[config.mk]
export PLATFORM = sky130hd
export DESIGN_NAME = lfsr15_key_driver_flat
export DESIGN_NICKNAME = d
export VERILOG_FILES = /design/src/rtl/lfsr15_key_driver_if.sv /design/src/rtl/lfsr15_key_driver.sv /design/src/flat_wrapper.sv
export SDC_FILE = /design/constraint.sdc
export NUM_CORES = 1
export LEC_CHECK = 0
export CORE_MARGIN = 2
export CORE_UTILIZATION = 39
export CTS_BUF_LIST = sky130_fd_sc_hd__clkbuf_16
export DETAILED_ROUTE_END_ITERATION = 10
export PLACE_DENSITY = 0.57
export SLEW_MARGIN = 10
export SYNTH_ARGS = -nofsm -noshare
export SYNTH_HDL_FRONTEND = slang
export SYNTH_SLANG_ARGS = --single-unit
[constraint.sdc]
create_clock -name clk -period 2.9 [get_ports clk]
set_input_delay 0.435 -clock clk [delete_from_list [all_inputs] [get_ports clk]]
set_output_delay 0.435 -clock clk [all_outputs]
set_load 0.02 [all_outputs]
[src/rtl/lfsr15_key_driver_if.sv]
// lfsr15_key_driver_if: control/key bundle between the key driver and its harness.
// Signals: start, hold (only with KEY_DRV_HOLD_EN), code[14:0], busy, done.
interface lfsr15_key_driver_if;
  logic        start;
`ifdef KEY_DRV_HOLD_EN
  logic        hold;
`endif
  logic [14:0] code;
  logic        busy;
  logic        done;

  // driver side
  modport master (
    input  start,
`ifdef KEY_DRV_HOLD_EN
    input  hold,
`endif
    output code,
    output busy,
    output done
  );

  // harness side
  modport slave (
    output start,
`ifdef KEY_DRV_HOLD_EN
    output hold,
`endif
    input  code,
    input  busy,
    input  done
  );
endinterface

[src/rtl/lfsr15_key_driver.sv]
// lfsr15_key_driver: mirrors the lock's 15-bit LFSR and presents STEPS keys per start.
// Ports: clk, rst (sync, active high), bus (master: start, hold, code, busy, done).
// Optional macro KEY_DRV_HOLD_EN adds the hold input that pauses a run.
module lfsr15_key_driver #(
  parameter int          STEPS = 11,
  parameter logic [14:0] SEED  = 15'h0001
) (
  input  logic clk,
  input  logic rst,
  lfsr15_key_driver_if.master bus
);

  typedef enum logic [1:0] {
    IDLE,
    RUN,
    DONE
  } state_t;

  localparam bit          NO_STEPS = (STEPS == 0);
  localparam logic [14:0] LAST     =
    NO_STEPS ? 15'd0 : 15'(STEPS - 1);

  state_t      st;
  logic [14:0] m;
  logic [14:0] cnt;
  logic        busy_q;
  logic        done_q;
  logic        hold_i;
  logic        key;

`ifdef KEY_DRV_HOLD_EN
  assign hold_i = bus.hold;
`else
  assign hold_i = 1'b0;
`endif

  // A key is on the bus exactly when the lock will compare and step.
  assign key = (st == RUN) && !hold_i;

  function automatic logic [14:0] lfsr_next(
    input logic [14:0] v
  );
    return {v[13:0], v[13] ^ v[14]};
  endfunction

  always_ff @(posedge clk) begin
    if (rst) begin
      st     <= IDLE;
      m      <= SEED;
      cnt    <= '0;
      busy_q <= 1'b0;
      done_q <= 1'b0;
    end else begin
      unique case (st)
        IDLE: begin
          if (bus.start) begin
            if (NO_STEPS) begin
              st     <= DONE;
              done_q <= 1'b1;
            end else begin
              st     <= RUN;
              cnt    <= '0;
              busy_q <= 1'b1;
            end
          end
        end
        RUN: begin
          if (key) begin
            m   <= lfsr_next(m);
            cnt <= cnt + 15'd1;
            if (cnt == LAST) begin
              st     <= DONE;
              busy_q <= 1'b0;
              done_q <= 1'b1;
            end
          end
        end
        DONE: begin
          st     <= IDLE;
          done_q <= 1'b0;
        end
        default: begin
          st     <= IDLE;
          busy_q <= 1'b0;
          done_q <= 1'b0;
        end
      endcase
    end
  end

  // 0 never matches a nonzero LFSR, so an idle bus cannot advance the lock.
  assign bus.code = key ? m : 15'h0000;
  assign bus.busy = busy_q;
  assign bus.done = done_q;

endmodule

[src/flat_wrapper.sv]
// flat-port wrapper written by rule: the top's interface ports become plain ports
module lfsr15_key_driver_flat 
#(
  parameter int          STEPS = 11,
  parameter logic [14:0] SEED  = 15'h0001
)
  (clk, rst, bus_start, bus_code, bus_busy, bus_done);
  lfsr15_key_driver_if bus_i ();
  input  logic clk;
  input  logic rst;
  input wire logic [$bits(bus_i.start)-1:0] bus_start;
  output wire logic [$bits(bus_i.code)-1:0] bus_code;
  output wire logic [$bits(bus_i.busy)-1:0] bus_busy;
  output wire logic [$bits(bus_i.done)-1:0] bus_done;
  assign bus_i.start = bus_start;
  assign bus_code = bus_i.code;
  assign bus_busy = bus_i.busy;
  assign bus_done = bus_i.done;
  lfsr15_key_driver #(.STEPS(STEPS), .SEED(SEED)) u_core (.clk(clk), .rst(rst), .bus(bus_i));
endmodule
* Word-level counts from Yosys, hierarchy flattened *
Cells that the tools add are included.

operators by class
  add/subtract/negate cells = 1
  multiply operators = 0
  div/mod/pow operators = 0
  $lt $le $gt $ge = 0
  equal/unequal tests = 5
  shifts and indexed selects = 0
  mux-type cells = 11
  bitwise logic cells = 3
  reductions and logical operators = 6

operators with widths
  operator               number
  $mux 15                2
  $pmux 15 s2            1
  $add 15x1->15 const B  1
  $eq 15x4->1 const B    1
  $reduce_and 2->1       3
  $mux 2                 2
  $ne 2x2->1 const B     2
  $pmux 2 s2             1
  $mux 1                 3
  $pmux 1 s3             1
  $reduce_and 3->1       1
  $eq 2x1->1 const B     1
  $eq 2x2->1 const B     1
  $logic_not 2->1        1
  $not 1->1              2
  $pmux 1 s2             1
  $reduce_bool 2->1      1
  $xor 1x1->1            1

word-level totals
  register bits = 34
  latch bits = 0
  RAM bits = 0
  ROM bits = 0
  bits of input ports = 3
  output and inout bits = 17
  logic and storage cells = 31
  memories = 0

* Longest topological paths before layout *
Gate-level depths: netlist of the first run.

  depth after elaboration = 3
  mapped depth = 6
  mapped depth without buffers = 6

* Worst setup path before layout of the first run *
Ideal clock, no wire load.

  path kind = register to output
  start = reg u_core.st[1]
  end = out bus_code[14]
  arrival = 1050 ps
  required time = 2465 ps
  path slack = 1415 ps
  stages on the path, launching flop included = 4
  path buffers = 1
  path through = dfxtp_1 and2b_2 clkbuf_1 and2_1

on the way
  cells in the longest elaborated chain, start to end = 2

RTL lines
  element                 RTL line                 text
  from (decl)             lfsr15_key_driver.sv:23  state_t st;
  from (signal assigned)  lfsr15_key_driver.sv:48  st <= IDLE;
  from (signal assigned)  lfsr15_key_driver.sv:58  st <= DONE;
  from (signal assigned)  lfsr15_key_driver.sv:61  st <= RUN;
  $eq 2x1->1              lfsr15_key_driver.sv:38  assign key = (st == RUN) && !hold_i;
  $mux 15                 lfsr15_key_driver.sv:92  assign bus.code = key ? m : 15'h0000;
  to (decl)               flat_wrapper.sv:12       output wire logic [$bits(bus_i.code)-1:0] bus_code;

No other way between the ends.

* Worst setup path in the final report of the first run *
  start = reg u_core.st[1]
  end = out bus_code[5]

The elaborated chain is that of the path after synthesis.

==> impl_metrics.json, run 1 <==
{
  "cts.sinks": 34,
  "synth_top_family_by_area": "simple AND/OR/NAND/NOR gates",
  "num_antenna_cells": 0,
  "worstPathArrival_ps": 1880,
  "required_ps": 2470,
  "path_delay_family": "buffers and inverters",
  "p_total_mw": 1.13,
  "grt_max_degree": 36,
  "syn_avg_cell_area_um2": 7.93,
  "finalCritPeriodShare_pct": 79.8,
  "regToRegEndpoint": "u_core.cnt[14]",
  "holdPathStages": 1,
  "grt_pass1_wl_um": 5770,
  "yosysSeqAreaShare_pct": 44.2,
  "dr.pass1.iters": 4,
  "fmax_mhz": 432,
  "hold_path.class": "reg -> reg",
  "post_cts.resized_instances": 0,
  "critPathCapture": "bus_code[5]",
  "nets": 218,
  "fin_tns_setup_ps": 0,
  "power_density_nw_per_um2": 586,
  "synth.net_count": 199,
  "grt_antenna_before_repair": 0,
  "syn_inst": 194,
  "drt_wl_total_um": 3280,
  "setup_viol": 0,
  "synthSimpleGateAreaFrac_pct": 29.4,
  "rsz0062_at_grt": "false",
  "synth_xor_area_share_pct": 1.14,
  "final_core_util_pct": 51.8,
  "core-area_um2": 3720,
  "numCtsBuffers": 5,
  "grt_pass1_vias": 1371,
  "worst_pin_slew_ps": 566,
  "row_count": 22,
  "synth.top_cell.area_share_pct": 44.2,
  "synth.yosys.warnings": 0,
  "yosys.area.top_type": "dfxtp_1",
  "die_h_um": 66.8,
  "cap_violations": 0,
  "vias_per_cell": 5.22,
  "maxSlewHeadroom_pct": 62.2,
  "r2r_start": "u_core.st[1]",
  "drt-initial-drc-count": 48,
  "slew_violations": 0,
  "cts-root-buf": "clkbuf_16",
  "timing.final.crit_period_ps": 2310,
  "port_buffers": 19,
  "cts_tree": "yes",
  "synthMuxAreaShare_pct": 2.60,
  "h-tree-depth": 2,
  "max_stage_delay_ps": 590,
  "final_cell_mix": "nand2_1 (35), dfxtp_1 (34), a21oi_1 (22), clkdlybuf4s50_1 (19), inv_1 (16)",
  "postCtsSetupBuffers": 0,
  "synthAdderAreaFrac_pct": 1.63,
  "dpl.hpwl_um": 2240,
  "synth-seq-cells": 34,
  "clk_latency_ps": 270,
  "die_area_um2": 4460,
  "path_clk_slew_ps": 50,
  "path_buf_inv": 2,
  "critical_path.cell_chain": "and2b_2, nand2_1, inv_1, clkdlybuf4s50_1",
  "synth_compound_area_share_pct": 14.1,
  "drive_above_1_share_pct": 9.39,
  "syn_to_final_growth_pct": 25.0,
  "ctsHoldBuffers": 0,
  "clock_path_buffers": 2,
  "wl_per_cell_um": 12.6,
  "synth.area.top_cells": "dfxtp_1 (44%), nand2_1 (8.5%), a21oi_1 (7.2%)",
  "pin_count": 20,
  "die_w_um": 66.8,
  "path_class": "reg -> out",
  "start_util_pct": 41.4,
  "end_kind": "primary output",
  "worstPathMaxFanout": 21,
  "rrSetupSlack_ps": 1140,
  "status": "completed",
  "cp_slowest_cell": "clkdlybuf4s50_1",
  "path_depth": 4,
  "crit_path_start_kind": "register",
  "overflow": 0,
  "p_leak_nw": 0.819,
  "final_common_cell": "nand2_1",
  "track_usage_pct": 17.2,
  "ant_nets": 0,
  "synth_cell_types": 37,
  "hold_viol": 0,
  "ir_worst_vdd_uv": 279,
  "syn_area_um2": 1540,
  "worstRegToRegCells": 5,
  "vias": 1363,
  "gp_congestion": 0.834,
  "drc": 0,
  "critPathLaunch": "u_core.st[1]",
  "clock_skew_ps": 4.08
}
## cells by family after synthesis
family,Yosys count
and+or+nand+nor,88
DFF,34
buffers and inverters,26
xor gates and xnor gates,2
adders and majority gates,2
AOI/OAI and AO/OA,38
muxes,4
## cells in the mapped netlist (all sizes together)
| cell type | instances |
|---|---|
| nand2 | 35 |
| dfxtp | 34 |
| a21oi | 22 |
| inv | 16 |
| nor2 | 12 |
| nand3 | 11 |
| o21ai | 6 |
| buf | 5 |
| clkbuf | 5 |
| nand4 | 5 |
| and2 | 4 |
| mux2i | 4 |
| o31ai | 4 |
| or2 | 4 |
| and3 | 3 |
| nand3b | 3 |
| ha | 2 |
| nor3 | 2 |
| nor4b | 2 |
| a211o | 1 |
| a211oi | 1 |
| a21o | 1 |
| a31oi | 1 |
| a41oi | 1 |
| and2b | 1 |
| and4 | 1 |
| nand2b | 1 |
| nor2b | 1 |
| nor4 | 1 |
| o211ai | 1 |
| or3 | 1 |
| or3b | 1 |
| xnor2 | 1 |
| xor2 | 1 |
## flip-flops by register name, indices dropped and copies added, names as in the netlist
register and flops:
u_core.bus.done 1, u_core.m 15, u_core.st 2, u_core.cnt 15
u_core.bus.busy 1
## worst reg2reg max path: cells and delay by family, from the launching register on
family                 cells  cell delay (ps)
buffers and inverters      1              330
DFF                        1              340
muxes                      1              140
and+or+nand+nor            3              840
## metal layers
metal	vias up	wire length, µm	track usage [%]
met5	-	0	0
met4	0	72	9.18
met3	7	109	3.72
met2	22	1590	30.5
met1	646	1510	19.1
li1	688	-	-
## layout make-up
type | count | area [µm²]
Timing Repair Buffer | 22 | 213
Fill cell | 395 | 1790
Clock inverter | 2 | 33.8
Multi-Input combinational cell | 134 | 752
Clock buffer | 5 | 125
Tap cell | 48 | 60.1
Inverter | 16 | 60.1
Sequential cell | 34 | 681
## worst min path at each step
stage | from | to | slack (ps)
after floorplan | u_core.m[0] | u_core.m[0] | 440
after global placement | u_core.bus.done | u_core.bus.done | 430
after detailed placement | u_core.m[3] | u_core.m[3] | 450
after CTS | u_core.m[3] | u_core.m[3] | 460
after global routing | u_core.m[7] | u_core.m[7] | 480
final | u_core.bus.done | u_core.bus.done | 450
## metrics by stage
stage / hold WS [ps] / setup WS (ps) / std cells / instance area [µm²]
after global routing: 479 / 460 / 261 / 1920
final: 452 / 587 / 261 / 1920
after detailed placement: 449 / 863 / 254 / 1770
after global placement: 433 / 889 / 254 / 1770
after CTS: 456 / 555 / 261 / 1920
after floorplan: 435 / 1410 / 194 / 1540
## power breakdown
part	switching, mW	total [mW]	internal, mW
Sequential	0.00626	0.483	0.476
Clock	0.176	0.572	0.396
Combinational	0.0467	0.0723	0.0256
No activity file was read; power rests on OpenSTA's default activity.
==> run 2: changes to the inputs <==
- PLACE_DENSITY: 0.57 -> 0.59
- clock period: 2.9 -> 1.9 ns (I/O delays scaled with it)
==> impl_metrics.json, run 2 (synthesis gave the netlist of run 1 again) <==
{
  "status": "completed",
  "rsz0062_at_grt": "false",
  "grt_pass1_vias": 1456,
  "fin_tns_setup_ps": 0,
  "worstPathMaxFanout": 8,
  "power_density_nw_per_um2": 837,
  "drt-initial-drc-count": 58,
  "end_kind": "primary output",
  "place_ws_ps": 113,
  "dp.cells": 256,
  "num_antenna_cells": 0,
  "h-tree-depth": 2,
  "gp_congestion": 0.812,
  "numCtsBuffers": 5,
  "gr-max-usage-layer": "met2",
  "final_cell_mix": "nand2_1 (35), dfxtp_1 (34), a21oi_1 (22), inv_1 (17), dlygate4sd2_1 (15)",
  "wl_per_cell_um": 12.6,
  "cts-root-buf": "clkbuf_16",
  "finalCritPeriodShare_pct": 90.5,
  "place_area_um2": 1790,
  "fin_ws_ps": 180,
  "max_stage_delay_ps": 390,
  "path_clk_slew_ps": 50,
  "fmax_mhz": 581,
  "ir_worst_vdd_uv": 618,
  "crit_path_start_kind": "register",
  "die_w_um": 66.8,
  "pin_count": 20,
  "grt_pass1_wl_um": 6130,
  "p_leak_nw": 0.904,
  "die_h_um": 66.8,
  "maxSlewHeadroom_pct": 63.3,
  "cap_violations": 0,
  "drive_above_1_share_pct": 10.6,
  "cp_slowest_cell": "dfxtp_1",
  "start_util_pct": 41.4,
  "overflow": 0,
  "hold_viol": 0,
  "final_area_um2": 1920,
  "drt_wl_total_um": 3340,
  "slew_violations": 0,
  "cts_tree": "yes",
  "top_regs": "u_core.cnt x15, u_core.m x15, u_core.st x2",
  "gr-usage-met1_pct": 18.9,
  "dr.pass1.iters": 4,
  "hold_path.class": "reg -> reg",
  "ant_nets": 0,
  "track_usage_pct": 18.1,
  "path_class": "reg -> out",
  "final_common_cell": "nand2_1",
  "row_count": 22,
  "timing.final.crit_period_ps": 1720,
  "vias": 1363,
  "syn_to_final_growth_pct": 24.9,
  "dpl.hpwl_um": 2300,
  "clock_skew_ps": 2.56,
  "ctsHoldBuffers": 0,
  "grt_util_met2_pct": 34.1,
  "required_ps": 1620,
  "setup_viol": 0,
  "worst_pin_slew_ps": 550,
  "cts.sinks": 34,
  "postCtsSetupBuffers": 0,
  "drc": 0,
  "worstPathArrival_ps": 1440,
  "clk_latency_ps": 270,
  "critical_path.cell_chain": "and2b_2, nand2_1, inv_1, dlygate4sd2_1",
  "port_buffers": 19,
  "nets": 221,
  "clock_path_buffers": 2,
  "core-area_um2": 3720,
  "grt_max_degree": 36,
  "grt_antenna_before_repair": 0,
  "grtUsageMet3_pct": 5.24,
  "die_area_um2": 4460,
  "layout.cells.non_filler": 265,
  "vias_per_cell": 5.14
}
run 2: changes by cell type in the layout (fill, tap and decap cells not counted), sizes merged:
cell | before | now
clkdlybuf4s50 | 19 | 4
buf | 3 | 5
bufinv | 1 | 0
and2b | 1 | 2
inv | 16 | 17
clkinv | 1 | 2
dlygate4sd2 | 0 | 15
run 2: final cells by class:
cell class                 count  area [µm²]
tap                           48        60.1
clock inverter                 3        12.5
timing repair buffer          24         221
clock buffer                   5         125
sequential                    34         681
inverter                      16        60.1
fill                         381        1790
multi-input combinational    135         762
run 2: path summary, 6_finish.rpt:
path         depth (start not counted)  slack [ps]              end            start
max                                  4         180     bus_code[12]     u_core.st[1]
max reg2reg                          6         470  u_core.bus.busy    u_core.cnt[0]
min                                  1         460  u_core.bus.done  u_core.bus.done
min reg2reg                          1         460  u_core.bus.done  u_core.bus.done
run 2: metal layers:
layer / share of wire [%] / wire, µm
met1: 43 / 1430
met2: 52 / 1740
met3: 3.7 / 125
met4: 1.3 / 43
met5: 0 / 0
run 2: stage by stage:
stage          power (mW)  hold slack [ps]  util, %
2_1_floorplan       0.827              435        -
3_3_place_gp        0.869              436     48.2
3_5_place_dp        0.872              451     48.2
4_1_cts              1.63              458     51.7
5_1_grt              1.67              479     51.7
6_report             1.61              456     51.7
run 2: power breakdown:
| part | internal, mW | leakage [nW] | switching, mW |
|---|---|---|---|
| registers | 0.727 | 0.275 | 0.0103 |
| clock network | 0.473 | 0.0724 | 0.278 |
| logic | 0.0464 | 0.556 | 0.0747 |
run 2: repair_timing:
item / in CTS / in global routing
setup endpoints to repair: 15 / 5
gates resized for setup: 16 / 1
gates cloned: 1 / 0
pin swaps: 0 / 0
run 2: worst max-delay path: cells and delay by family, from the launching register on:
kind / cells / cell delay [ps]
simple gates: 2 / 410
flops: 1 / 390
buf+inv: 2 / 360
==> run 3: changes to the inputs <==
- clock period: 1.9 -> 1.4 ns (I/O delays scaled with it)
==> impl_metrics.json, run 3 (synthesis gave the netlist of run 1 again) <==
{
  "path_delay_family": "simple AND/OR/NAND/NOR gates",
  "num_antenna_cells": 0,
  "slew_violations": 0,
  "grt_max_degree": 23,
  "cp_slowest_cell": "and2b_4",
  "final_common_cell": "dfxtp_1",
  "status": "complete, but fails checks",
  "power_switching_mw": 0.512,
  "wl_per_cell_um": 13.2,
  "worstPathArrival_ps": 1210,
  "cts_tree": "yes",
  "violations": "setup timing",
  "overflow": 0,
  "timing.final.crit_period_ps": 1420,
  "max_stage_delay_ps": 340,
  "end_kind": "primary output",
  "critical_path.cell_chain": "and2b_4, and2_4, buf_6",
  "die_w_um": 66.8,
  "setup_viol": 2,
  "clock_path_buffers": 2,
  "layout.cells.non_filler": 280,
  "vias": 1446,
  "row_count": 22,
  "swShare_pct": 23.0,
  "p_total_mw": 2.23,
  "worst_pin_slew_ps": 280,
  "cts.sinks": 34,
  "start_util_pct": 41.4,
  "final_core_util_pct": 57.9,
  "hold_path.class": "reg -> reg",
  "grt_antenna_before_repair": 0,
  "fill_cells": 362,
  "crit_path_start_kind": "register",
  "clock_skew_ps": 2.46,
  "drt-initial-drc-count": 48,
  "port_buffers": 19,
  "h-tree-depth": 2,
  "vias_per_cell": 5.16,
  "top_regs": "u_core.cnt x15, u_core.m x15, u_core.st x2",
  "power_density_nw_per_um2": 1040,
  "dpl.hpwl_um": 2440,
  "ant_nets": 0,
  "fmax_mhz": 703,
  "multiInputGateArea_um2": 863,
  "clk_latency_ps": 280,
  "grt_pass1_wl_um": 6220,
  "nets": 236,
  "drc": 0,
  "cts-root-buf": "clkbuf_16",
  "ir_worst_vdd_uv": 574,
  "power_frac_clock_pct": 45.6,
  "path_class": "reg -> out",
  "syn_to_final_growth_pct": 39.9,
  "seqPwrFrac_pct": 44.8,
  "power.internal_mw": 1.72,
  "hold_viol": 0,
  "final_area_um2": 2150,
  "die_h_um": 66.8,
  "die_area_um2": 4460,
  "p_leak_nw": 0.946,
  "final_cell_mix": "dfxtp_1 (30), nand2_1 (24), buf_4 (23), a21oi_1 (22)",
  "place_area_um2": 1880,
  "numCtsBuffers": 5,
  "path_clk_slew_ps": 50,
  "path_buf_inv": 1,
  "required_ps": 1190,
  "worstPathMaxFanout": 8,
  "pin_count": 20,
  "holdWs_ps": 446,
  "p_comb_share_pct": 9.6,
  "grt_pass1_vias": 1458,
  "track_usage_pct": 18.9,
  "layout.area.seq_um2": 688,
  "maxSlewHeadroom_pct": 81.3,
  "ctsHoldBuffers": 0,
  "dr.pass1.iters": 4,
  "fin_tns_setup_ps": -27.3,
  "rsz0062_at_grt": "true",
  "dp.cells": 269,
  "core-area_um2": 3720,
  "finalCritPeriodShare_pct": 102,
  "drive_above_1_share_pct": 37.5,
  "cap_violations": 0,
  "fin_ws_ps": -22.5,
  "gp_congestion": 0.771,
  "place_ws_ps": -294,
  "drt_wl_total_um": 3690
}
-- run 3: changes by cell type in the layout (fill, tap and decap cells not counted), sizes merged --
cell	change
buf	+30
clkdlybuf4s50	-2
clkinv	+1
dlygate4sd2	-13
inv	-1
-- run 3: metal layers --
layer	GRT usage (%)	up-vias	wire length (µm)
met1	18.8	688	1510
met3	4.22	11	107
li1	-	727	-
met5	0	-	0
met2	35.9	20	1970
met4	9.95	0	97
-- run 3: worst reg2reg max path, cell delays in order (launching register included) --
cell and delay (ps):
dfxtp_1 390, nor4b_1 310, nand4_1 250, nor3_2 250
a21o_1 100
-- run 3: worst paths after layout --
path / startpoint / end / slack (ps) / cells past startpoint
hold reg to reg: u_core.bus.done / u_core.bus.done / 450 / 1
setup reg to reg: u_core.cnt[2] / u_core.bus.done / 40 / 4
setup / recovery: u_core.st[1] / bus_code[14] / -20 / 3
hold / removal: u_core.bus.done / u_core.bus.done / 450 / 1
-- run 3: cell type report --
type,count,share of cell area (%)
Sequential cell,34,32.0
Clock inverter,3,0.523
Clock buffer,5,5.81
Tap cell,48,2.79
Timing Repair Buffer,39,16.0
Multi-Input combinational cell,135,40.1
Inverter,16,2.79
-- run 3: what timing repair did --
item	CTS	global route
gates resized for setup	101	32
gates cloned	1	0
setup buffers	2	0
pin swaps	6	9
setup endpoints to repair	20	28
-- run 3: power by group through the flow --
stage | Sequential (mW) | Clock, mW | Combinational (mW)
after detailed placement | 1.02 | 0 | 0.186
final | 0.999 | 1.02 | 0.213
after floorplan | 1.02 | 0 | 0.101
after global placement | 1.02 | 0 | 0.182
after global routing | 1.00 | 1.09 | 0.235
after CTS | 0.998 | 1.04 | 0.200
